$ cat config.mk
export PLATFORM = sky130hd
export DESIGN_NAME = id_int_seq
export DESIGN_NICKNAME = d
export VERILOG_FILES = /design/src/rtl/id_int_seq.sv
export SDC_FILE = /design/constraint.sdc
export NUM_CORES = 1
export LEC_CHECK = 0
export BUFFER_PORTS_ARGS = -buffer_cell sky130_fd_sc_hd__buf_2
export CAP_MARGIN = 30
export CORE_MARGIN = 2
export CORE_UTILIZATION = 48
export CTS_BUF_LIST = sky130_fd_sc_hd__clkbuf_2
export DETAILED_ROUTE_END_ITERATION = 12
export GPL_TIMING_DRIVEN = 0
export PLACE_DENSITY = 0.83
export SLEW_MARGIN = 20
export SYNTH_ARGS = -nofsm -noshare
export SYNTH_HDL_FRONTEND = slang
export SYNTH_SLANG_ARGS = --single-unit
$ cat constraint.sdc
create_clock -name clk -period 2.4 [get_ports clk]
set_clock_uncertainty 0.05 [all_clocks]
set_input_delay 0.36 -clock clk [delete_from_list [all_inputs] [get_ports clk]]
set_output_delay 0.36 -clock clk [all_outputs]
set_load 0.02 [all_outputs]
$ cat src/rtl/id_int_seq.sv
// Interrupt entry/return sequencer: edge-detected request channels, fixed priority, PC-stack handshake.
// Optional build macro ID_INT_NEST_EN enables priority nesting of interrupt service levels.
module id_int_seq #(
    parameter int          I_WIDTH   = 16,
    parameter int          ADR_WIDTH = 8,
    parameter int          N_INT     = 4,
    parameter int unsigned VEC_BASE  = 32'hF0,
    parameter int unsigned VEC_STEP  = 2,
    parameter int unsigned ADR_BLAD  = 32'hFC
) (
    input  logic                 clk,
    input  logic                 rst_n,
    input  logic [N_INT-1:0]     int_req,
    input  logic [I_WIDTH-1:0]   rozkaz,
    input  logic                 rozkaz_valid,
    output logic                 rozkaz_ready,
    input  logic                 stos_pc_full,
    input  logic                 stos_pc_empty,
    output logic                 skok,
    output logic                 push_pc,
    output logic                 pop_pc,
    output logic                 skok_pc,
    output logic [ADR_WIDTH-1:0] adres_skok,
    output logic                 int_en_stan,
    output logic [N_INT-1:0]     int_pending,
    output logic [N_INT-1:0]     int_aktywne,
    output logic                 blad_stosu
);

    localparam int K_W = (N_INT > 1) ? $clog2(N_INT) : 1;
    localparam logic [4:0] OP_SEI  = 5'b11000;
    localparam logic [4:0] OP_CLI  = 5'b11001;
    localparam logic [4:0] OP_RETI = 5'b11010;
    localparam logic [ADR_WIDTH-1:0] BLAD_ADR = ADR_WIDTH'(ADR_BLAD);

    typedef enum logic [1:0] {
        IDLE    = 2'd0,
        WEJSCIE = 2'd1,
        SKOK    = 2'd2
    } state_t;

    state_t           state;
    logic [K_W-1:0]   k_q;
    logic [N_INT-1:0] req_q;

    logic [N_INT-1:0]     edge_det;
    logic                 pend_any;
    logic [K_W-1:0]       pend_idx;
    logic                 qualify;
    logic                 entry;
    logic                 accept;
    logic [4:0]           opcode;
    logic                 is_sei;
    logic                 is_cli;
    logic                 is_reti;
    logic                 reti_ok;
    logic [N_INT-1:0]     akt_low;
    logic [N_INT-1:0]     k_onehot;
    logic [N_INT-1:0]     pend_clr;
    logic [ADR_WIDTH-1:0] vec_adr;
    logic                 unused_rozkaz;

    assign unused_rozkaz = ^rozkaz[I_WIDTH-6:0];

    assign edge_det = int_req & ~req_q;

    // Lowest index wins: scan downward so the last hit is the highest priority.
    always_comb begin
        pend_any = 1'b0;
        pend_idx = '0;
        for (int i = N_INT - 1; i >= 0; i--) begin
            if (int_pending[i]) begin
                pend_any = 1'b1;
                pend_idx = K_W'(i);
            end
        end
    end

`ifdef ID_INT_NEST_EN
    logic [N_INT-1:0] le_mask;

    always_comb begin
        le_mask = '0;
        for (int i = 0; i < N_INT; i++) begin
            le_mask[i] = (i <= int'(pend_idx));
        end
    end

    assign qualify = ~|(int_aktywne & le_mask);
`else
    assign qualify = ~|int_aktywne;
`endif

    assign entry        = (state == IDLE) && int_en_stan && pend_any && qualify;
    // Gating with rst_n keeps the same-cycle RETI outputs quiet while reset is held.
    assign rozkaz_ready = rst_n && (state == IDLE) && !entry;
    assign accept       = rozkaz_valid && rozkaz_ready;

    assign opcode  = rozkaz[I_WIDTH-1 -: 5];
    assign is_sei  = (opcode == OP_SEI);
    assign is_cli  = (opcode == OP_CLI);
    assign is_reti = (opcode == OP_RETI);
    assign reti_ok = (|int_aktywne) && !stos_pc_empty;

    assign akt_low  = int_aktywne & (~int_aktywne + N_INT'(1));
    assign k_onehot = N_INT'(1) << k_q;
    assign pend_clr = (state == SKOK) ? k_onehot : '0;
    assign vec_adr  = ADR_WIDTH'(VEC_BASE + 32'(k_q) * VEC_STEP);

    always_comb begin
        skok       = 1'b0;
        push_pc    = 1'b0;
        pop_pc     = 1'b0;
        skok_pc    = 1'b0;
        blad_stosu = 1'b0;
        adres_skok = '0;
        case (state)
            IDLE: begin
                if (accept && is_reti) begin
                    if (reti_ok) begin
                        pop_pc  = 1'b1;
                        skok    = 1'b1;
                        skok_pc = 1'b1;
                    end else begin
                        skok       = 1'b1;
                        adres_skok = BLAD_ADR;
                        blad_stosu = 1'b1;
                    end
                end
            end
            WEJSCIE: begin
                if (!stos_pc_full) begin
                    push_pc = 1'b1;
                end else begin
                    skok       = 1'b1;
                    adres_skok = BLAD_ADR;
                    blad_stosu = 1'b1;
                end
            end
            SKOK: begin
                skok       = 1'b1;
                adres_skok = vec_adr;
            end
            default: ;
        endcase
    end

    always_ff @(posedge clk or negedge rst_n) begin
        if (!rst_n) begin
            state       <= IDLE;
            k_q         <= '0;
            req_q       <= '0;
            int_pending <= '0;
            int_aktywne <= '0;
            int_en_stan <= 1'b0;
        end else begin
            req_q       <= int_req;
            // A new edge on the bit being serviced survives the clear.
            int_pending <= (int_pending & ~pend_clr) | edge_det;
            case (state)
                IDLE: begin
                    if (entry) begin
                        state <= WEJSCIE;
                        k_q   <= pend_idx;
                    end else if (accept) begin
                        if (is_sei) begin
                            int_en_stan <= 1'b1;
                        end
                        if (is_cli) begin
                            int_en_stan <= 1'b0;
                        end
                        if (is_reti && reti_ok) begin
                            int_aktywne <= int_aktywne & ~akt_low;
                            int_en_stan <= 1'b1;
                        end
                    end
                end
                WEJSCIE: begin
                    if (stos_pc_full) begin
                        int_en_stan <= 1'b0;
                        state       <= IDLE;
                    end else begin
                        state <= SKOK;
                    end
                end
                SKOK: begin
                    int_aktywne <= int_aktywne | k_onehot;
                    int_en_stan <= 1'b0;
                    state       <= IDLE;
                end
                default: state <= IDLE;
            endcase
        end
    end

endmodule

==> impl_results.md, run 1 <==
- Post-synth net total: 145
- CTS Root Cell: clkbuf_2
- Via density: 5.508
- Post-synthesis compound-gate area fraction: 19.54%
- Area after DPL: 1303 um2
- Final nets: 199
- Post-synthesis mux area share: 2.759%
- Final ANT Viol Nets: 0
- Remaining global-route overflow: 0
- Final wirelength: 2743 um
- Core area: 2170 um2
- Final std cell area, no fill: 1496 um2
- Share of post-route cells with drive strength above 1: 47.31%
- Critical Path, Cell by Cell: inv_2 -> ha_4 -> buf_4 -> o21a_1 -> nand3_2 -> a21oi_4 -> buf_4 -> buf_4
- End point of the critical path: adres_skok[6]
- Final cell utilization of the core: 68.97%
- Worst vdd ir: 0.0008425 V
- Die Area: 2665 um2
- Largest family of logic cells by synthesized area: simple AND/OR/NAND/NOR gates
- Yosys warns: 0
- Setup TNS: 0 ns
- Worst relative slew slack: 47.57%
- WS Path Type: flop to output pin
- Port bufs: 35
- Die X-Extent: 51.62 um
- I/O pin count: 48
- Final min period: 2.387 ns
- Max_cap viols: 0
- Synth Register Bits: 17
- CTS H-tree depth: 1
- Synth unique cells: 37
- Post-Place Cells: 177
- Largest net degree at the start of global routing: 18
- Fmax: 418.9 MHz
- CTS Buffer Depth: 2
- WL/cell: 14.07 um
- CTS Buf Count: 3
- Router iterations before antenna repair: 4
- Top cell family by delay on the critical path: buffers and inverters
- Simple-gate share of the synthesized area: 22.64%
- CTS tree: yes
- PwrDens: 1135 nW/um2
- Top cell type's share of synthesized area: 39.08%
- Cell Rows: 17
- Mapped cell area: 1089 um2
- Crit end category: output pin
- FF-to-FF Start: state[1]
- CP Launch Type: flop
- Stages on the worst setup path: 8
- Detail Placement HPWL: 1850 um
- Clock sink count: 17
- Post-Synth XOR/XNOR Area: 0%
- RSZ-0062 raised after global routing: yes
- Reg-to-reg endpoint: int_aktywne[2]
- Commonest non-fill, non-tap cell in the layout: buf_2
- Flop2flop setup slack: 0.40 ns
- Post-Synth Adder-Cell Area: 6.897%
- CP bufs+invs: 4
- Syn Inst Count: 114
- Vias: 1074
- First-pass GRT wire length: 4084 um
- Most used cell, CP: buf_4
- Worst hold path class: primary input to flop
- Number of global-route vias before repair: 957
- Hold Fails Final Rpt: 0
- DRC: 0
- Largest area contributor in the netlist: dfrtp_1
- Commonest non-fill, non-tap cells in the layout: 30 x buf_2, 22 x buf_4, 13 x dfrtp_1, 9 x inv_1, 8 x nand2_1
- Initial drt markers: 50
- Synth top area cells: dfrtp_1 39%, ha_1 6.9%, buf_4 4.1%
- R2R cell count: 5
- Final Cycle Share: 99.46%
- Leak Pwr: 0.7319 nW
- Post-synthesis sequential area ratio: 39.08%
- Antenna violations before repair: 0
- Finished Layout Cells: 195
- Status: finished clean
- Final setup fails: 0
- Total power draw: 0.001699 W
- Clock Pin Slew Worst Setup and Hold Paths: 0.21 ns
- CP max FO: 10
- Slew @ Worst Pin: 0.7838 ns
- Worst-Skew Late Latency: 0.35 ns
- Largest stage delay on the critical path: 0.46 ns
- Required time of the critical path: 1.99 ns
- Average size of a mapped cell: 9.549 um2
- Area Growth Syn to Fin: 37.47%
- N_diodes: 0
- Die H: 51.62 um
- Final slew viol count: 0
- Worst setup startpoint: state[1]
- Total GRT Usage: 20.69%
- Worst path slowest cell: dfrtp_2
- Gpl congestion: 0.8903
- Crit path DAT: 1.98 ns
- Initial Util: 50.17%
sequential cells by signal, indices dropped and copies added, names as in the netlist:
register     cells
int_aktywne      4
int_en_stan      1
int_pending      4
k_q              2
req_q            4
state            2
layer usage:
metal | global-route usage [%] | up-vias | wire length [um] | part of all wire (%)
met4 | 8.772 | 0 | 44 | 1.6
met5 | 0 | - | 0 | 0
met2 | 35.26 | 36 | 1426 | 52
met3 | 3.736 | 5 | 163 | 5.9
met1 | 25.60 | 515 | 1108 | 40
li1 | - | 518 | - | -
timing repair:
action | 4_1_cts | 5_1_grt
setup buffers | 8 | 5
setup endpoints to repair | 7 | 9
endpoints found under the hold margin | 17 | 0
pin swaps | 5 | 5
hold buffers | 1 | 0
gates resized for setup | 12 | 9
through the flow:
| step | hold WS (ns) | worst slack (ns) |
|---|---|---|
| after global routing | 0.04986 | -0.1175 |
| after global placement | 0.2773 | 0.2461 |
| final | 0.08597 | 0.01306 |
| after floorplan | 0.01441 | 0.1538 |
| after CTS | 0.08182 | 0.001898 |
| after detailed placement | 0.2840 | 0.1814 |
worst reg2reg max path: cells and delay by family (launching register included):
family | cells | cell delay, ns
AOI/OAI and AO/OA | 2 | 0.33
buffers and inverters | 1 | 0.16
DFF | 1 | 0.46
adders and majority gates | 1 | 0.28
and+or+nand+nor | 1 | 0.59
worst min path at each step:
stage / start / endpoint / slack, ns / cells after the start
global route: int_req[1] / req_q[1] / 0.05 / 1
finish: int_req[1] / req_q[1] / 0.09 / 1
global placement: rst_n / int_pending[2] / 0.28 / 1
floorplan: rst_n / int_aktywne[0] / 0.01 / 0
CTS: int_req[1] / req_q[1] / 0.08 / 1
detailed placement: rst_n / int_aktywne[2] / 0.28 / 1
cells in the mapped netlist, drive strengths merged:
cell type  count
o21a           2
nor4           1
ha             6
nand4          2
a211oi         2
or4            1
nand2          9
nor2           5
or2            1
o41ai          3
o2111ai        1
a21oi          8
nor3           2
and3b          1
nor2b          3
inv           11
conb           1
o21ai          7
a31oi          4
nand3b         1
mux2           2
and3           3
o31ai          3
or4b           1
a311oi         1
clkbuf         1
dfrtp         17
or3            1
nand2b         1
and4           1
a32oi          1
buf            7
nand3          4
layout make-up:
class / count / area (um2)
fill: 181 / 673.1
inverter: 11 / 41.29
timing repair buffer: 49 / 309.0
multi-input combinational: 78 / 604.3
tap: 28 / 35.03
clock inverter: 1 / 7.507
buffer: 8 / 53.80
clock buffer: 3 / 15.01
sequential: 17 / 430.4
report_power, final:
part           internal [W]  leakage, nW  switching (W)  total [W]
Combinational      0.000519        0.526       0.000591    0.00111
Clock             0.0000388       0.0126       0.000113   0.000152
Sequential         0.000357        0.193      0.0000806   0.000438
Total              0.000915        0.732       0.000784    0.00170
cells by family (layout without fill, tap and decap cells):
family                   count (synthesis)  count (layout)
multiplexers                             2               2
AO/OA/AOI/OAI                           32              32
flip-flops                              17              17
other                                    1               1
buffers and inverters                   19              72
AND/OR/NAND/NOR                         37              37
adder cells (fa/ha/maj)                  6               6
(Power assumes the default switching activity.)
==> run 2: changes to the inputs <==
--- a/config.mk
+++ b/config.mk
@@ -5,14 +5,15 @@
 export SDC_FILE = /design/constraint.sdc
 export NUM_CORES = 1
 export LEC_CHECK = 0
+export ABC_AREA = 1
 export BUFFER_PORTS_ARGS = -buffer_cell sky130_fd_sc_hd__buf_2
 export CAP_MARGIN = 30
 export CORE_MARGIN = 2
-export CORE_UTILIZATION = 48
+export CORE_UTILIZATION = 49
 export CTS_BUF_LIST = sky130_fd_sc_hd__clkbuf_2
 export DETAILED_ROUTE_END_ITERATION = 12
 export GPL_TIMING_DRIVEN = 0
-export PLACE_DENSITY = 0.83
+export PLACE_DENSITY = 0.84
 export SLEW_MARGIN = 20
 export SYNTH_ARGS = -nofsm -noshare
 export SYNTH_HDL_FRONTEND = slang
==> run 2 against run 1 <==
Register-to-register slack improved by 0.52 ns. Routed wire length decreased by 8.5%. Utilization decreased by 1.2 points. Via count increased by 2.3%. Largest power group unchanged. Highest routed layer unchanged.
==> impl_results.md, run 2 <==
- Clock Pin Slew Worst Setup and Hold Paths: 0.15 ns (was 0.21 ns)
- Initial drt markers: 19 (was 50)
- Pre-CTS WS: 0.1206 ns (was 0.1814 ns)
- Largest stage delay on the critical path: 0.39 ns (was 0.46 ns)
- Net Sw Frac: 48.25% (was 46.17%)
- Largest registers: int_aktywne x4, int_pending x4, req_q x4 (unchanged)
- R2R cell count: 10 (was 5)
- Detail Placement HPWL: 1900 um (was 1850 um)
- Worst-Skew Late Latency: 0.29 ns (was 0.35 ns)
- Initial Util: 51.23% (was 50.17%)
- Die Area: 2689 um2 (was 2665 um2)
- Share of post-route cells with drive strength above 1: 39.58% (was 47.31%)
- Area after DPL: 1336 um2 (was 1303 um2)
- Synth unique cells: 24 (was 37)
- N_diodes: 0 (unchanged)
- CTS H-tree depth: 1 (unchanged)
- Combinational power share: 67.3% (was 65.3%)
- Synth top area cells: dfrtp_1 38%, nand2_1 9.4%, inv_1 8.0% (was dfrtp_1 39%, ha_1 6.9%, buf_4 4.1%)
- Multi-input gate area: 593.1 um2 (was 604.3 um2)
- Final min period: 2.279 ns (was 2.387 ns)
- Die X-Extent: 51.86 um (was 51.62 um)
- Gpl congestion: 0.7622 (was 0.8903)
- Vias: 1099 (was 1074)
- Hold wc startpoint: int_req[1] (unchanged)
- Mapped cell area: 1122 um2 (was 1089 um2)
- Status: finished clean (unchanged)
- Finished Layout Cells: 220 (was 195)
- Via density: 4.995 (was 5.508)
- Number of global-route vias before repair: 1060 (was 957)
- Total GRT Usage: 20.97% (was 20.69%)
- WS Path Type: flop to output pin (unchanged)
- Clock share of power: 7.8% (was 8.9%)
- Min-Delay Path Depth: 1 (unchanged)
- DRC: 0 (unchanged)
- CP Launch Type: flop (unchanged)
- I/O pin count: 48 (unchanged)
- FF-to-FF Start: state[1] (unchanged)
- Required time of the critical path: 1.99 ns (about the same)
- Worst relative slew slack: 47.43% (was 47.57%)
- Final ANT Viol Nets: 0 (unchanged)
- Commonest non-fill, non-tap cells in the layout: 30 x buf_2, 27 x nand2_1, 22 x inv_1, 17 x dfrtp_1, 16 x o21ai_0 (was 30 x buf_2, 22 x buf_4, 13 x dfrtp_1, 9 x inv_1, 8 x nand2_1)
- Core area: 2191 um2 (was 2170 um2)
- Worst hold path class: primary input to flop (unchanged)
- Final setup fails: 0 (unchanged)
- Remaining global-route overflow: 0 (unchanged)
- First-pass GRT wire length: 4243 um (was 4084 um)
- Commonest non-fill, non-tap cell in the layout: buf_2 (unchanged)
- Final wirelength: 2511 um (was 2743 um)
- Setup TNS: 0 ns (unchanged)
- Area Growth Syn to Fin: 32.22% (was 37.47%)
- Largest area contributor in the netlist: dfrtp_1 (unchanged)
- Slew @ Worst Pin: 0.7860 ns (was 0.7838 ns)
- P_sw: 0.0008041 W (was 0.0007845 W)
- Post-synth net total: 178 (was 145)
- Crit end category: output pin (unchanged)
- Leak Pwr: 0.8153 nW (was 0.7319 nW)
- Worst path slowest cell: dfrtp_1 (was dfrtp_2)
- Int Pwr: 0.0008624 W (was 0.0009146 W)
- Crit path DAT: 1.87 ns (was 1.98 ns)
- Max_cap viols: 0 (unchanged)
- Post-synth EDFFs: 0 (unchanged)
- Hold Fails Final Rpt: 0 (unchanged)
- Post-Place Cells: 210 (was 177)
- Post-synthesis sequential area ratio: 37.90% (was 39.08%)
- Largest net degree at the start of global routing: 18 (unchanged)
- Worst setup startpoint: state[1] (unchanged)
- Fin worst setup slack: 0.1214 ns (was 0.01306 ns)
- Top cell type's share of synthesized area: 37.90% (was 39.08%)
- Average size of a mapped cell: 7.635 um2 (was 9.549 um2)
- Synth Register Bits: 17 (unchanged)
- Syn Inst Count: 147 (was 114)
- Final Cycle Share: 94.94% (was 99.46%)
- Worst vdd ir: 0.0007316 V (was 0.0008425 V)
- Cell Rows: 17 (unchanged)
- CTS tree: yes (unchanged)
- Clock sink count: 17 (unchanged)
- Fmax: 438.9 MHz (was 418.9 MHz)
- Final cell utilization of the core: 67.73% (was 68.97%)
- Final slew viol count: 0 (unchanged)
- Die H: 51.86 um (was 51.62 um)
- Critical Path, Cell by Cell: inv_2 -> ha_4 -> nand2_2 -> inv_4 -> nand2_2 -> nor2_4 -> nor2_4 -> nand4_4 -> a21oi_4 -> buf_6 -> buf_6 (was inv_2 -> ha_4 -> buf_4 -> o21a_1 -> nand3_2 -> a21oi_4 -> buf_4 -> buf_4)
- Most frequent cells after synthesis: 28 x nand2_1, 24 x inv_1, 17 x dfrtp_1 (was 17 x dfrtp_1, 11 x inv_1, 8 x a21oi_1, 8 x nand2_1, 7 x o21ai_0)
- WL/cell: 11.41 um (was 14.07 um)
- CTS Buf Count: 3 (unchanged)
- Router iterations before antenna repair: 4 (unchanged)
- CTS Buffer Depth: 2 (unchanged)
- FF+latch area: 425.4 um2 (was 430.4 um2)
- Port bufs: 35 (unchanged)
- Final std cell area, no fill: 1484 um2 (was 1496 um2)
- Antenna violations before repair: 0 (unchanged)
- RSZ-0062 raised after global routing: no (was yes)
- Final nets: 224 (was 199)
- Flop pwr share: 24.9% (was 25.8%)
- Most instantiated library cell after synthesis: nand2_1 (was dfrtp_1)
- CTS Root Cell: clkbuf_2 (unchanged)
- PwrDens: 1123 nW/um2 (was 1135 nW/um2)
- Yosys warns: 0 (unchanged)
- Ys async rst share: 100.0% (unchanged)
- Main synth FF type: dfrtp_1 (unchanged)
- Final-layout fill cell count: 187 (was 181)
- CP max FO: 5 (was 10)
==> run 2: changes by cell type after synthesis, sizes merged, moves of 3 or more <==
cell,delta
a31oi,-4
and3,-3
inv,+15
nand2,+25
nand3,+7
nor2,+6
nor2b,-3
o21ai,+10
o41ai,-3
==> run 2: layout make-up <==
cell class / count / share of cell area (%)
Buffer: 6 / 3.794
Clock buffer: 4 / 1.349
Inverter: 27 / 6.998
Multi-Input combinational cell: 97 / 39.97
Sequential cell: 17 / 28.67
Tap cell: 28 / 2.361
Timing Repair Buffer: 41 / 16.86
==> run 2: kinds of logic after synthesis <==
| kind of cell | Yosys count | synth area share [%] |
|---|---|---|
| flops | 17 | 37.90 |
| simple gates | 61 | 28.20 |
| buf+inv | 33 | 13.15 |
| compound gates | 29 | 13.71 |
| fa+ha+maj | 6 | 6.689 |
| other cells | 1 | 0.3341 |
==> run 2: repair_timing <==
item,4_1_cts,5_1_grt
buffers inserted,4,1
hold endpoints to repair,17,0
setup endpoints to repair,7,9
hold buffers,1,0
gates resized for setup,4,18
pin swaps,2,3
==> run 2: power groups by stage <==
stage / Sequential [W] / Clock, W / Combinational [W]
after global placement: 0.000422 / 0 / 0.000884
after CTS: 0.000409 / 0.000137 / 0.00100
final: 0.000414 / 0.000130 / 0.00112
after floorplan: 0.000460 / 0 / 0.000634
after global routing: 0.000425 / 0.000148 / 0.00124
after detailed placement: 0.000427 / 0 / 0.000909
==> run 2: critical path, delay by kind of cell (launching register included) <==
family	cells	cell delay (ns)
AND/OR/NAND/NOR	5	0.46
flip-flops	1	0.39
buffers and inverters	4	0.33
adder cells (fa/ha/maj)	1	0.18
AO/OA/AOI/OAI	1	0.21
==> run 2: routing by layer <==
| metal | track usage [%] | share of wire [%] |
|---|---|---|
| met2 | 36.29 | 50 |
| met3 | 2.874 | 5.6 |
| met1 | 25.79 | 43 |
| met4 | 9.211 | 1.2 |
| met5 | 0 | 0 |
==> run 2: final timing paths <==
| kind | endpoint | slack (ns) |
|---|---|---|
| max in group asynchronous | int_pending[1] | 1.18 |
| worst min register to register | int_pending[3] | 0.38 |
| min in group asynchronous | int_aktywne[1] | 0.64 |
| worst max register to register | int_aktywne[3] | 0.92 |
| worst min-delay path | req_q[1] | 0.12 |
| worst max-delay path | adres_skok[6] | 0.12 |
==> run 2: stage by stage <==
stage	hold slack, ns	power [W]
after floorplan	0.01441	0.001093
after global placement	0.2498	0.001305
after detailed placement	0.2580	0.001336
after CTS	0.1089	0.001547
after global routing	0.08224	0.001810
final	0.1250	0.001666
==> run 3: changes to the inputs <==
--- a/config.mk
+++ b/config.mk
@@ -13,7 +13,7 @@
 export CTS_BUF_LIST = sky130_fd_sc_hd__clkbuf_2
 export DETAILED_ROUTE_END_ITERATION = 12
 export GPL_TIMING_DRIVEN = 0
-export PLACE_DENSITY = 0.84
+export PLACE_DENSITY_LB_ADDON = 0.08
 export SLEW_MARGIN = 20
 export SYNTH_ARGS = -nofsm -noshare
 export SYNTH_HDL_FRONTEND = slang
==> run 3 against run 2 <==
Via count decreased by 0.55%. Global-route usage decreased by 0.61 points. Final cell count increased by 0.45%. Clock-buffer cell count decreased by 1. First-iteration DRC count increased by 16%. Routed wire length decreased by 0.60%. Total power increased by 1.8%. Flip-flop and latch count unchanged. Largest cell class unchanged. Largest power group unchanged.
==> impl_results.md, run 3 (synthesized netlist as in run 2, its figures left out) <==
- Status: finished clean (unchanged)
- Required time of the critical path: 1.99 ns (about the same)
- Die Area: 2689 um2 (unchanged)
- Clock sink count: 17 (unchanged)
- Largest stage delay on the critical path: 0.39 ns (about the same)
- Clock Pin Slew Worst Setup and Hold Paths: 0.16 ns (was 0.15 ns)
- Cell Rows: 17 (unchanged)
- Routed met3 length: 128 um (was 141 um)
- Commonest non-fill, non-tap cells in the layout: 30 x buf_2, 26 x nand2_1, 22 x inv_1, 17 x dfrtp_1, 16 x o21ai_0 (was 30 x buf_2, 27 x nand2_1, 22 x inv_1, 17 x dfrtp_1, 16 x o21ai_0)
- I/O pin count: 48 (unchanged)
- Leak Pwr: 0.8242 nW (was 0.8153 nW)
- CP max FO: 5 (unchanged)
- DRC: 0 (unchanged)
- Remaining global-route overflow: 0 (unchanged)
- Worst-Skew Late Latency: 0.30 ns (was 0.29 ns)
- Area after DPL: 1336 um2 (unchanged)
- CTS H-tree depth: 1 (unchanged)
- Flop2flop setup slack: 0.85 ns (was 0.92 ns)
- Initial Util: 51.23% (unchanged)
- Slew @ Worst Pin: 0.7651 ns (was 0.7860 ns)
- Critical Path, Cell by Cell: inv_2 -> ha_4 -> nand2_2 -> inv_4 -> nand2_4 -> nor2_4 -> nor2_4 -> nand4_4 -> a21oi_4 -> buf_6 -> buf_6 (was inv_2 -> ha_4 -> nand2_2 -> inv_4 -> nand2_2 -> nor2_4 -> nor2_4 -> nand4_4 -> a21oi_4 -> buf_6 -> buf_6)
- Crit end category: output pin (unchanged)
- Worst relative slew slack: 48.82% (was 47.43%)
- Final Cycle Share: 94.96% (was 94.94%)
- Final min period: 2.279 ns (about the same)
- Number of global-route vias before repair: 1001 (was 1060)
- Die X-Extent: 51.86 um (unchanged)
- N_diodes: 0 (unchanged)
- Largest registers: int_aktywne x4, int_pending x4, req_q x4 (unchanged)
- P_sw: 0.0008186 W (was 0.0008041 W)
- Post-Place Cells: 210 (unchanged)
- Worst hold path class: primary input to flop (unchanged)
- Final nets: 225 (was 224)
- Final wirelength: 2496 um (was 2511 um)
- Gpl congestion: 0.8329 (was 0.7622)
- Worst vdd ir: 0.0007787 V (was 0.0007316 V)
- Top cell family by delay on the critical path: simple AND/OR/NAND/NOR gates (unchanged)
- Multi-input gate area: 614.3 um2 (was 593.1 um2)
- Int Pwr: 0.0008774 W (was 0.0008624 W)
- FF-to-FF Start: state[1] (unchanged)
- Via density: 4.946 (was 4.995)
- Router iterations before antenna repair: 6 (was 4)
- CP Launch Type: flop (unchanged)
- First-pass GRT wire length: 4084 um (was 4243 um)
- Flop pwr share: 24.5% (was 24.9%)
- CTS Root Cell: clkbuf_2 (unchanged)
- Initial drt markers: 22 (was 19)
- Detail Placement HPWL: 1777 um (was 1900 um)
- Reg-to-reg endpoint: int_aktywne[2] (was int_aktywne[3])
- FF+latch area: 425.4 um2 (unchanged)
- Worst path slowest cell: dfrtp_1 (unchanged)
- End point of the critical path: adres_skok[6] (unchanged)
- Net Sw Frac: 48.27% (was 48.25%)
- DRT met1 WL: 1099 um (was 1088 um)
- Area Growth Syn to Fin: 35.12% (was 32.22%)
- CTS Buffer Depth: 2 (unchanged)
- Finished Layout Cells: 221 (was 220)
- Vias: 1093 (was 1099)
- Worst setup startpoint: state[1] (unchanged)
- PwrDens: 1118 nW/um2 (was 1123 nW/um2)
- Share of post-route cells with drive strength above 1: 41.45% (was 39.58%)
- Hold wc startpoint: int_req[3] (was int_req[1])
- Die H: 51.86 um (unchanged)
- Crit path DAT: 1.87 ns (about the same)
- R2R cell count: 11 (was 10)
- CTS tree: yes (unchanged)
- WL/cell: 11.29 um (was 11.41 um)
- Fmax: 438.8 MHz (was 438.9 MHz)
- Final std cell area, no fill: 1516 um2 (was 1484 um2)
- Met2 WL: 1253 um (was 1252 um)
- CP bufs+invs: 4 (unchanged)
- Clock share of power: 7.5% (was 7.8%)
- Max_cap viols: 0 (unchanged)
- Stages on the worst setup path: 11 (unchanged)
- Final setup fails: 0 (unchanged)
- Core area: 2191 um2 (unchanged)
- Port bufs: 35 (unchanged)
- Final ANT Viol Nets: 0 (unchanged)
- CTS Buf Count: 3 (unchanged)
- Final slew viol count: 0 (unchanged)
- Combinational power share: 68.1% (was 67.3%)
- Top sig layer: met4 (unchanged)
- Largest net degree at the start of global routing: 18 (unchanged)
- Final-layout fill cell count: 193 (was 187)
- Hold Fails Final Rpt: 0 (unchanged)
- WS Path Type: flop to output pin (unchanged)
- Total GRT Usage: 20.36% (was 20.97%)
- Antenna violations before repair: 0 (unchanged)
- Commonest non-fill, non-tap cell in the layout: buf_2 (unchanged)
## run 3: changes by cell type in the layout (fill, tap and decap cells not counted), sizes merged
| cell | previous run | this run |
|---|---|---|
| clkinv | 0 | 1 |
| buf | 46 | 47 |
| clkbuf | 4 | 3 |
## run 3: worst register-to-register path, stage by stage, from the launching register on
cell and delay (ns):
dfrtp_1 0.42, inv_2 0.11, ha_4 0.18, nand2_2 0.07, inv_4 0.06, buf_4 0.10
nand3_2 0.11, nand3_2 0.08, nand2_2 0.11, nand2_4 0.11, nand2_1 0.05, nand2_1 0.06
## run 3: worst min path at each step
stage / cells after the start / slack, ns / end
2_1_floorplan: 0 / 0.01 / int_aktywne[0]
3_3_place_gp: 1 / 0.25 / int_pending[1]
3_5_place_dp: 1 / 0.26 / int_pending[2]
4_1_cts: 1 / 0.10 / req_q[3]
5_1_grt: 1 / 0.09 / req_q[3]
6_report: 1 / 0.11 / req_q[3]
## run 3: cell type report
cell class	instances	share of cell area, %
Multi-Input combinational cell	97	40.51
Sequential cell	17	28.05
Timing Repair Buffer	42	17.24
Inverter	27	6.848
Buffer	6	3.713
Tap cell	28	2.310
Clock buffer	3	0.9901
Clock inverter	1	0.3300
## run 3: stage by stage
| step | power [W] | util, % | hold WS [ns] | setup TNS (ns) | worst slack, ns |
|---|---|---|---|---|---|
| floorplan | 0.001093 | - | 0.01441 | 0 | 0.1282 |
| global placement | 0.001312 | 60.99 | 0.2528 | 0 | 0.1817 |
| detailed placement | 0.001329 | 60.99 | 0.2587 | 0 | 0.1252 |
| CTS | 0.001529 | 64.71 | 0.1007 | 0 | 0.008026 |
| global route | 0.001841 | 69.22 | 0.08783 | -0.06047 | -0.02302 |
| finish | 0.001696 | 69.22 | 0.1135 | 0 | 0.1210 |
## run 3: power by group through the flow
stage / Sequential [W] / Combinational, W / Clock (W)
after CTS: 0.000412 / 0.000986 / 0.000131
final: 0.000415 / 0.00115 / 0.000127
after global routing: 0.000423 / 0.00128 / 0.000141
after detailed placement: 0.000426 / 0.000902 / 0
after global placement: 0.000422 / 0.000890 / 0
after floorplan: 0.000460 / 0.000634 / 0
## run 3: repair_timing
action                                  4_1_cts  5_1_grt
hold buffers                                  1        0
endpoints found under the setup margin        8        8
setup buffers                                 3        3
gates resized for setup                       6       22
pin swaps                                     2        6
endpoints found under the hold margin        17        0
## run 3: layer usage
metal,global-route usage [%],vias to the layer above
met5,0,-
met4,6.579,0
met3,2.586,2
met2,34.81,33
met1,26.53,499
li1,-,559
